[src/rtl/reg_ctrl_pkg.sv]
// Shared constants for the register-move sequencer: opcodes, FSM states and
// the bus-select offsets of the non-bank bus drivers.
package reg_ctrl_pkg;

  localparam logic [1:0] OP_MV  = 2'b00;  // Rd <= Rs
  localparam logic [1:0] OP_LDI = 2'b01;  // Rd <= imm
  localparam logic [1:0] OP_SWP = 2'b10;  // Rs <-> Rd through G
  localparam logic [1:0] OP_RSV = 2'b11;  // reserved, rejected

  // Bus drivers beyond the bank sit at NREG + offset.
  localparam int SEL_IMM = 0;
  localparam int SEL_TMP = 1;

  typedef enum logic [2:0] {
    ST_IDLE,
    ST_EXEC,
    ST_SW1,
    ST_SW2,
    ST_SW3,
    ST_ERR
  } state_e;

endpackage

[src/rtl/reg_onehot_dec.sv]
// Index to one-hot decoder with enable; drives the bank load strobes so that
// at most one bank register is ever loaded per cycle.
module reg_onehot_dec #(
  parameter int NREG = 4,
  parameter int AW   = $clog2(NREG)
) (
  input  logic [AW-1:0]   idx,
  input  logic            en,
  output logic [NREG-1:0] onehot
);

  for (genvar gi = 0; gi < NREG; gi++) begin : g_bit
    assign onehot[gi] = en && (idx == AW'(gi));
  end

endmodule

[src/rtl/reg_move_ctrl.sv]
// Sequencer for register-to-register transfers over a shared datapath bus.
// Commands: MV (1 execute cycle), LDI (1 execute cycle), SWP (3 execute
// cycles through temp register G). Outputs decode only from the state and the
// fields latched at accept, never from the live cmd_* inputs.
// Optional build macro REG_MOVE_CTRL_STATS_EN adds cmd_count, a saturating
// count of done pulses.
module reg_move_ctrl
  import reg_ctrl_pkg::*;
#(
  parameter  int N    = 8,
  parameter  int NREG = 4,
  localparam int AW   = $clog2(NREG),
  localparam int SW   = $clog2(NREG + 2)
) (
  input  logic            clk,
  input  logic            clear,
  input  logic            cmd_valid,
  output logic            cmd_ready,
  input  logic [1:0]      cmd_op,
  input  logic [AW-1:0]   cmd_src,
  input  logic [AW-1:0]   cmd_dst,
  input  logic [N-1:0]    cmd_imm,
  output logic [SW-1:0]   bus_sel,
  output logic [N-1:0]    imm_out,
  output logic [NREG-1:0] reg_load,
  output logic            tmp_load,
  output logic            done,
  output logic            err
`ifdef REG_MOVE_CTRL_STATS_EN
  ,
  output logic [15:0]     cmd_count
`endif
);

  state_e        state_q, state_d;
  logic [1:0]    op_q, op_d;
  logic [AW-1:0] src_q, src_d;
  logic [AW-1:0] dst_q, dst_d;
  logic [N-1:0]  imm_q, imm_d;

  logic          src_ok, dst_ok;
  logic [AW-1:0] load_idx;
  logic          load_en;

  // Indices only go out of range when NREG is not a power of two; otherwise
  // every encodable index is a real register.
  if (NREG == (1 << AW)) begin : g_pow2
    assign src_ok = 1'b1;
    assign dst_ok = 1'b1;
  end else begin : g_npow2
    assign src_ok = ({1'b0, cmd_src} < (AW + 1)'(NREG));
    assign dst_ok = ({1'b0, cmd_dst} < (AW + 1)'(NREG));
  end

  assign cmd_ready = (state_q == ST_IDLE);
  assign imm_out   = imm_q;

  // State and latched command fields; clear abandons any command in flight.
  always_ff @(posedge clk or negedge clear) begin
    if (!clear) begin
      state_q <= ST_IDLE;
      op_q    <= OP_MV;
      src_q   <= '0;
      dst_q   <= '0;
      imm_q   <= '0;
    end else begin
      state_q <= state_d;
      op_q    <= op_d;
      src_q   <= src_d;
      dst_q   <= dst_d;
      imm_q   <= imm_d;
    end
  end

  // Next state: accept in IDLE, classify the command, then walk its sequence.
  always_comb begin
    state_d = state_q;
    op_d    = op_q;
    src_d   = src_q;
    dst_d   = dst_q;
    imm_d   = imm_q;
    case (state_q)
      ST_IDLE: begin
        if (cmd_valid) begin
          op_d  = cmd_op;
          src_d = cmd_src;
          dst_d = cmd_dst;
          imm_d = cmd_imm;
          case (cmd_op)
            OP_MV:   state_d = (src_ok && dst_ok) ? ST_EXEC : ST_ERR;
            OP_LDI:  state_d = dst_ok ? ST_EXEC : ST_ERR;
            // A self-swap collapses to a single no-load done cycle in EXEC.
            OP_SWP:  state_d = !(src_ok && dst_ok) ? ST_ERR :
                               (cmd_src == cmd_dst) ? ST_EXEC : ST_SW1;
            OP_RSV:  state_d = ST_ERR;
            default: state_d = ST_ERR;
          endcase
        end
      end
      ST_EXEC: state_d = ST_IDLE;
      ST_SW1:  state_d = ST_SW2;
      ST_SW2:  state_d = ST_SW3;
      ST_SW3:  state_d = ST_IDLE;
      ST_ERR:  state_d = ST_IDLE;
      default: state_d = ST_IDLE;
    endcase
  end

  // Moore output decode from state plus latched fields.
  always_comb begin
    bus_sel  = '0;
    load_idx = dst_q;
    load_en  = 1'b0;
    tmp_load = 1'b0;
    done     = 1'b0;
    err      = 1'b0;
    case (state_q)
      ST_EXEC: begin
        done = 1'b1;
        if (op_q == OP_MV) begin
          bus_sel = SW'(src_q);
          load_en = 1'b1;
        end else if (op_q == OP_LDI) begin
          bus_sel = SW'(NREG + SEL_IMM);
          load_en = 1'b1;
        end
      end
      ST_SW1: begin
        bus_sel  = SW'(src_q);
        tmp_load = 1'b1;
      end
      ST_SW2: begin
        bus_sel  = SW'(dst_q);
        load_idx = src_q;
        load_en  = 1'b1;
      end
      ST_SW3: begin
        bus_sel = SW'(NREG + SEL_TMP);
        load_en = 1'b1;
        done    = 1'b1;
      end
      ST_ERR: err = 1'b1;
      default: ;
    endcase
  end

  reg_onehot_dec #(
    .NREG (NREG),
    .AW   (AW)
  ) u_load_dec (
    .idx    (load_idx),
    .en     (load_en),
    .onehot (reg_load)
  );

`ifdef REG_MOVE_CTRL_STATS_EN
  logic [15:0] count_q;

  // Saturating count of completed commands.
  always_ff @(posedge clk or negedge clear) begin
    if (!clear) begin
      count_q <= '0;
    end else if (done && (count_q != 16'hFFFF)) begin
      count_q <= count_q + 16'd1;
    end
  end

  assign cmd_count = count_q;
`endif

endmodule
[config.mk]
export PLATFORM = sky130hd
export DESIGN_NAME = reg_move_ctrl
export DESIGN_NICKNAME = d
export VERILOG_FILES = /design/src/rtl/reg_ctrl_pkg.sv /design/src/rtl/reg_onehot_dec.sv /design/src/rtl/reg_move_ctrl.sv
export SDC_FILE = /design/constraint.sdc
export NUM_CORES = 1
export LEC_CHECK = 0
export CAP_MARGIN = 10
export CELL_PAD_IN_SITES_DETAIL_PLACEMENT = 2
export CELL_PAD_IN_SITES_GLOBAL_PLACEMENT = 2
export CORE_MARGIN = 1
export CORE_UTILIZATION = 29
export DETAILED_ROUTE_END_ITERATION = 7
export GPL_TIMING_DRIVEN = 1
export PLACE_DENSITY_LB_ADDON = 0.1
export SYNTH_ARGS = -nofsm -noshare
export SYNTH_HDL_FRONTEND = slang
export SYNTH_SLANG_ARGS = --single-unit
[constraint.sdc]
create_clock -name clk -period 3.8 [get_ports clk]
set_input_delay 0.57 -clock clk [delete_from_list [all_inputs] [get_ports clk]]
set_output_delay 0.57 -clock clk [all_outputs]
set_load 0.02 [all_outputs]
==> Word-level counts from Yosys, hierarchy flattened <==
Index checks and enable logic that the tools add are counted.
{ "word_totals": {"register_bits": 17, "latchBits": 0, "mem_bits_rw": 0, "romBits": 0, "input_bits": 17, "output_inout_bits": 19, "wordCells": 45, "mem_count": 0} }
{ "classes": {"addsub": 0, "multipliers": 0, "div_mod_pow": 0, "order_cmp": 0, "eq_ne": 14, "n_shift": 0, "n_mux": 14, "n_bitwise": 0, "n_reduce_logical": 12} }
{ "ops": {"columns": ["operator", "n"], "rows": [
  ["$pmux W3 S3", 2],
  ["$pmux W3 S4", 1],
  ["$mux W3", 3],
  ["$eq A2 B2 Y1 const B", 4],
  ["$eq A2 B1 Y1 const B", 3],
  ["$eq A3 B2 Y1 const B", 2],
  ["$eq A3 B3 Y1 const B", 2],
  ["$logic_not A2 Y1", 3],
  ["$reduce_or A2 Y1", 3],
  ["$mux W1", 5],
  ["$logic_and A1 B1 Y1", 4],
  ["$mux W2", 2],
  ["$eq A3 B1 Y1 const B", 1],
  ["$logic_not A3 Y1", 1],
  ["$eq A2 B2 Y1", 1],
  ["$ne A2 B2 Y1 const B", 1],
  ["$pmux W1 S2", 1],
  ["$reduce_and A2 Y1", 1]
]} }

==> Longest topological paths before layout <==
{ "logic_depth": {"ltp_word": 5, "depth_mapped": 5, "ltp_nobuf": 3} }

==> Cells and area by module <==
Synthesis repeated with hierarchy kept, for this count alone.
{ "unflattened": {"cells_unflattened": 77, "area_unflattened_um2": 933.4} }
{ "by_module_without_submodules": {"columns": ["mod", "instances", "cells_each", "area_per_inst_um2", "seq_area_each_um2"], "rows": [
  ["reg_move_ctrl", 1, 73, 895.9, 425.4],
  ["reg_onehot_dec", 1, 4, 37.5, 0.0]
]} }

==> Least setup slack after synthesis <==
No wires, ideal clock.
{ "synth_timing": {"path_type": "reg2out", "from": "register state_q[1]", "to": "output port bus_sel[0]", "arrival_time_ps": 1407, "required_time_ps": 3230, "slack_ps": 1823, "stages_incl_launch_ff": 5, "path_buffers": 1, "cell_sequence": "dfrtp_1 buf_6 or4b_1 a21oi_2 a221o_1"} }
{ "synth_via": {"elab_chain_len": 2, "word_cells_on_any_way": 5, "cone_classes": "4 x eq/ne; 1 x mux"} }
{ "synth_lines": {"columns": ["element", "line", "text"], "rows": [
  ["start, declared", "reg_move_ctrl.sv:35", "state_e state_q, state_d;"],
  ["start signal, assigned", "reg_move_ctrl.sv:67", "state_q <= state_d;"],
  ["$eq A3 B3 Y1, or another cell as far along", "reg_move_ctrl.sv:117", "case (state_q)"],
  ["$pmux W3 S4 *", "reg_move_ctrl.sv:117", null],
  ["end, declared", "reg_move_ctrl.sv:23", "output logic [SW-1:0] bus_sel,"]
]} }
Every way passes the cells marked *; elsewhere a longest branch is shown, timed or not.

==> Worst setup path after layout <==
Same ends and word-level chain as after synthesis.

==> flow_summary.toml <==
[global_routing]
grt_use_met3_pct = 1.97
grt.busiest_layer = "met2"
grtUsageMet1_pct = 19.4
grt_util_met2_pct = 27.9
grt-ovfl-total = 0
antenna_found_initial = 0
gr-usage-all-layers_pct = 15.9
grt_pass1_vias = 868
grt_max_degree = 19
grt_pass1_wl_mm = 4.13

[placed_design]
placed_cell_area_mm2 = 0.00134
routabilityCongestion = 0.770
place_hpwl_mm = 1.79
place_inst = 157
place_ws_ns = 1.13
io_buffers = 35

[sta]
fin_skew_ns = 0.00987
rsz0062_at_grt = "false"
fin_crit_ns = 2.98
setup_viol = 0
clock.fmax_ghz = 0.336
min_period_over_period_pct = 78.4
holdWs_ns = 0.517
max_slew_margin_pct = 48.8
hold_viol = 0
final.setup.tns_ns = 0
setup_ws_ns = 0.822
max_slew.worst_pin.slew_ns = 0.765
drv_slew = 0

[synth]
synth_top_area_share_pct = 44.2
syn-num-nets = 99
synth_seq_cells = 17
netlist_instances = 82
synth-edff-count = 0
yosysWarningCount = 0
synth.most_common_cell = "dfrtp_1"
ys_async_sr_fraction_pct = 100
ys_types = 31
ys.flop_type = "dfrtp_1"
synth_area_per_cell_um2 = 11.7
synthTopCellsByCount = "17 x dfrtp_1, 8 x mux2_4, 8 x nor2_1"
yosys-top-cells-area = "dfrtp_1 44%, mux2_4 12%, mux2_2 7.0%"
yosysSeqAreaShare_pct = 44.2
synth_top_cell_by_area = "dfrtp_1"
synthesis.area_um2 = 963

[clocking]
cts_tree = "yes"
clock-root-buffer = "clkbuf_4"
cts.path.max_buffers = 2
ctsHoldBuffers = 0
clk_latency_ns = 0.28
cts.sinks = 17
cts-resized-gates = 0
cts_setup_buffers = 0
h-tree-depth = 1
cts_buffers = 3
clk_pin_slew_ns = 0.10

[floorplanning]
die_height_um = 59.6
fp.dieW_um = 59.6
coreArea_mm2 = 0.00310
ios = 36
dieArea_mm2 = 0.00356
initial_core_util_pct = 31.0
num_rows = 20

[setup_path]
crit_type = "register to primary output"
cp_slowest_cell = "or4b_1"
required_ns = 3.23
worst-path-max-fanout = 18
slowest_delay_ns = 0.61
worstReg2RegEnd = "src_q[1]"
crit_family = "simple AND/OR/NAND/NOR gates"
path_cells = "or4b_1, a21oi_2, a221o_1, clkdlybuf4s50_1"
crit_cells = 4
cp-end-kind = "primary output"
worstPathArrival_ns = 2.41
cp-start-kind = "register"
ff2ff_setup_slack_ns = 2.11
worstRegToRegCells = 3
crit_buf_inv = 1
r2r_start = "state_q[1]"

[route]
remaining_drc_errors = 0
vias = 782
wl_per_cell_um = 14.9
drt-pass1-iter-count = 2
vias_per_cell = 4.86
wl_mm = 2.40
drt_iter0_markers = 35
ant_nets = 0

[worst_hold_path]
min_path_cells = 1
hp-class = "register to register"
min_from = "imm_out[0]"
hold-path-endpoint = "imm_out[0]"

[power]
p_leak_nw = 0.550
power_mw = 1.05
power_density_mw_per_mm2 = 767
ir_worst_vdd_uv = 283

[cells_and_area]
antenna_cells = 0
drive_gt1_share_pct = 17.9
final_cells = 161
stdcell_area_mm2 = 0.00137
fillers = 351
final_nets = 135
syn_to_final_growth_pct = 41.8
finalCoreUtilization_pct = 44.0

[status]
status = "complete, no violations"

[job]
drv_cap = 0
==> layout by cell type (no fill, tap or decap), types with 2 or more instances in the layout <==
cell,netlist,layout
mux2_2,6,6
nand2b_1,3,3
nand3b_1,2,2
dfrtp_1,17,17
a21oi_1,4,4
nand2_1,2,2
mux2_4,8,8
a221oi_1,2,2
clkbuf_4,0,3
nor4b_1,2,2
nor2_1,8,8
o21ai_0,2,2
and2_1,3,3
nor2b_1,2,2
xnor2_1,2,2
clkdlybuf4s50_1,0,35
==> worst register-to-register path, stage by stage (launching register included) <==
cell and delay, ns:
dfrtp_1 0.59, nor4b_4 0.32, buf_4 0.30, mux2_2 0.37
==> state kept, by name (all words and copies together), names as in the netlist <==
name	count
imm_out	8
state_q	3
dst_q	2
op_q	2
src_q	2
==> how the worst max path moves through the flow <==
stage,slack (ns),from,endpoint
2_1_floorplan,1.82,state_q[1],bus_sel[0]
3_3_place_gp,1.18,state_q[1],bus_sel[0]
3_5_place_dp,1.13,state_q[1],bus_sel[0]
4_1_cts,0.80,state_q[1],bus_sel[0]
5_1_grt,0.69,state_q[1],bus_sel[0]
6_report,0.82,state_q[1],bus_sel[0]
==> power by group <==
group | internal (mW) | switching, mW | leakage [nW]
Clock | 0.0407 | 0.0538 | 0.0150
Sequential | 0.266 | 0.104 | 0.203
Combinational | 0.329 | 0.254 | 0.332
==> cell type report <==
class	instances	area (µm²)	share of cell area, %
Clock buffer	4	26.3	1.92
Inverter	1	3.75	0.275
Multi-Input combinational cell	59	498	36.4
Sequential cell	17	425	31.1
Tap cell	44	55.1	4.03
Timing Repair Buffer	36	358	26.2
==> layer usage <==
metal,wire (µm),vias to the layer above
met1,1010,394
met5,0,-
met3,69,2
met2,1310,19
met4,18,0
li1,-,367
==> kinds of logic (layout without fill, tap and decap cells) <==
family	Yosys count	after routing	share of synthesized area [%]
AND/OR/NAND/NOR	29	29	19.9
flip-flops	17	17	44.2
multiplexers	15	15	20.5
AO/OA/AOI/OAI	13	13	9.48
buffers and inverters	6	41	4.15
XOR/XNOR	2	2	1.82
No activity file was read; power rests on OpenSTA's default activity.
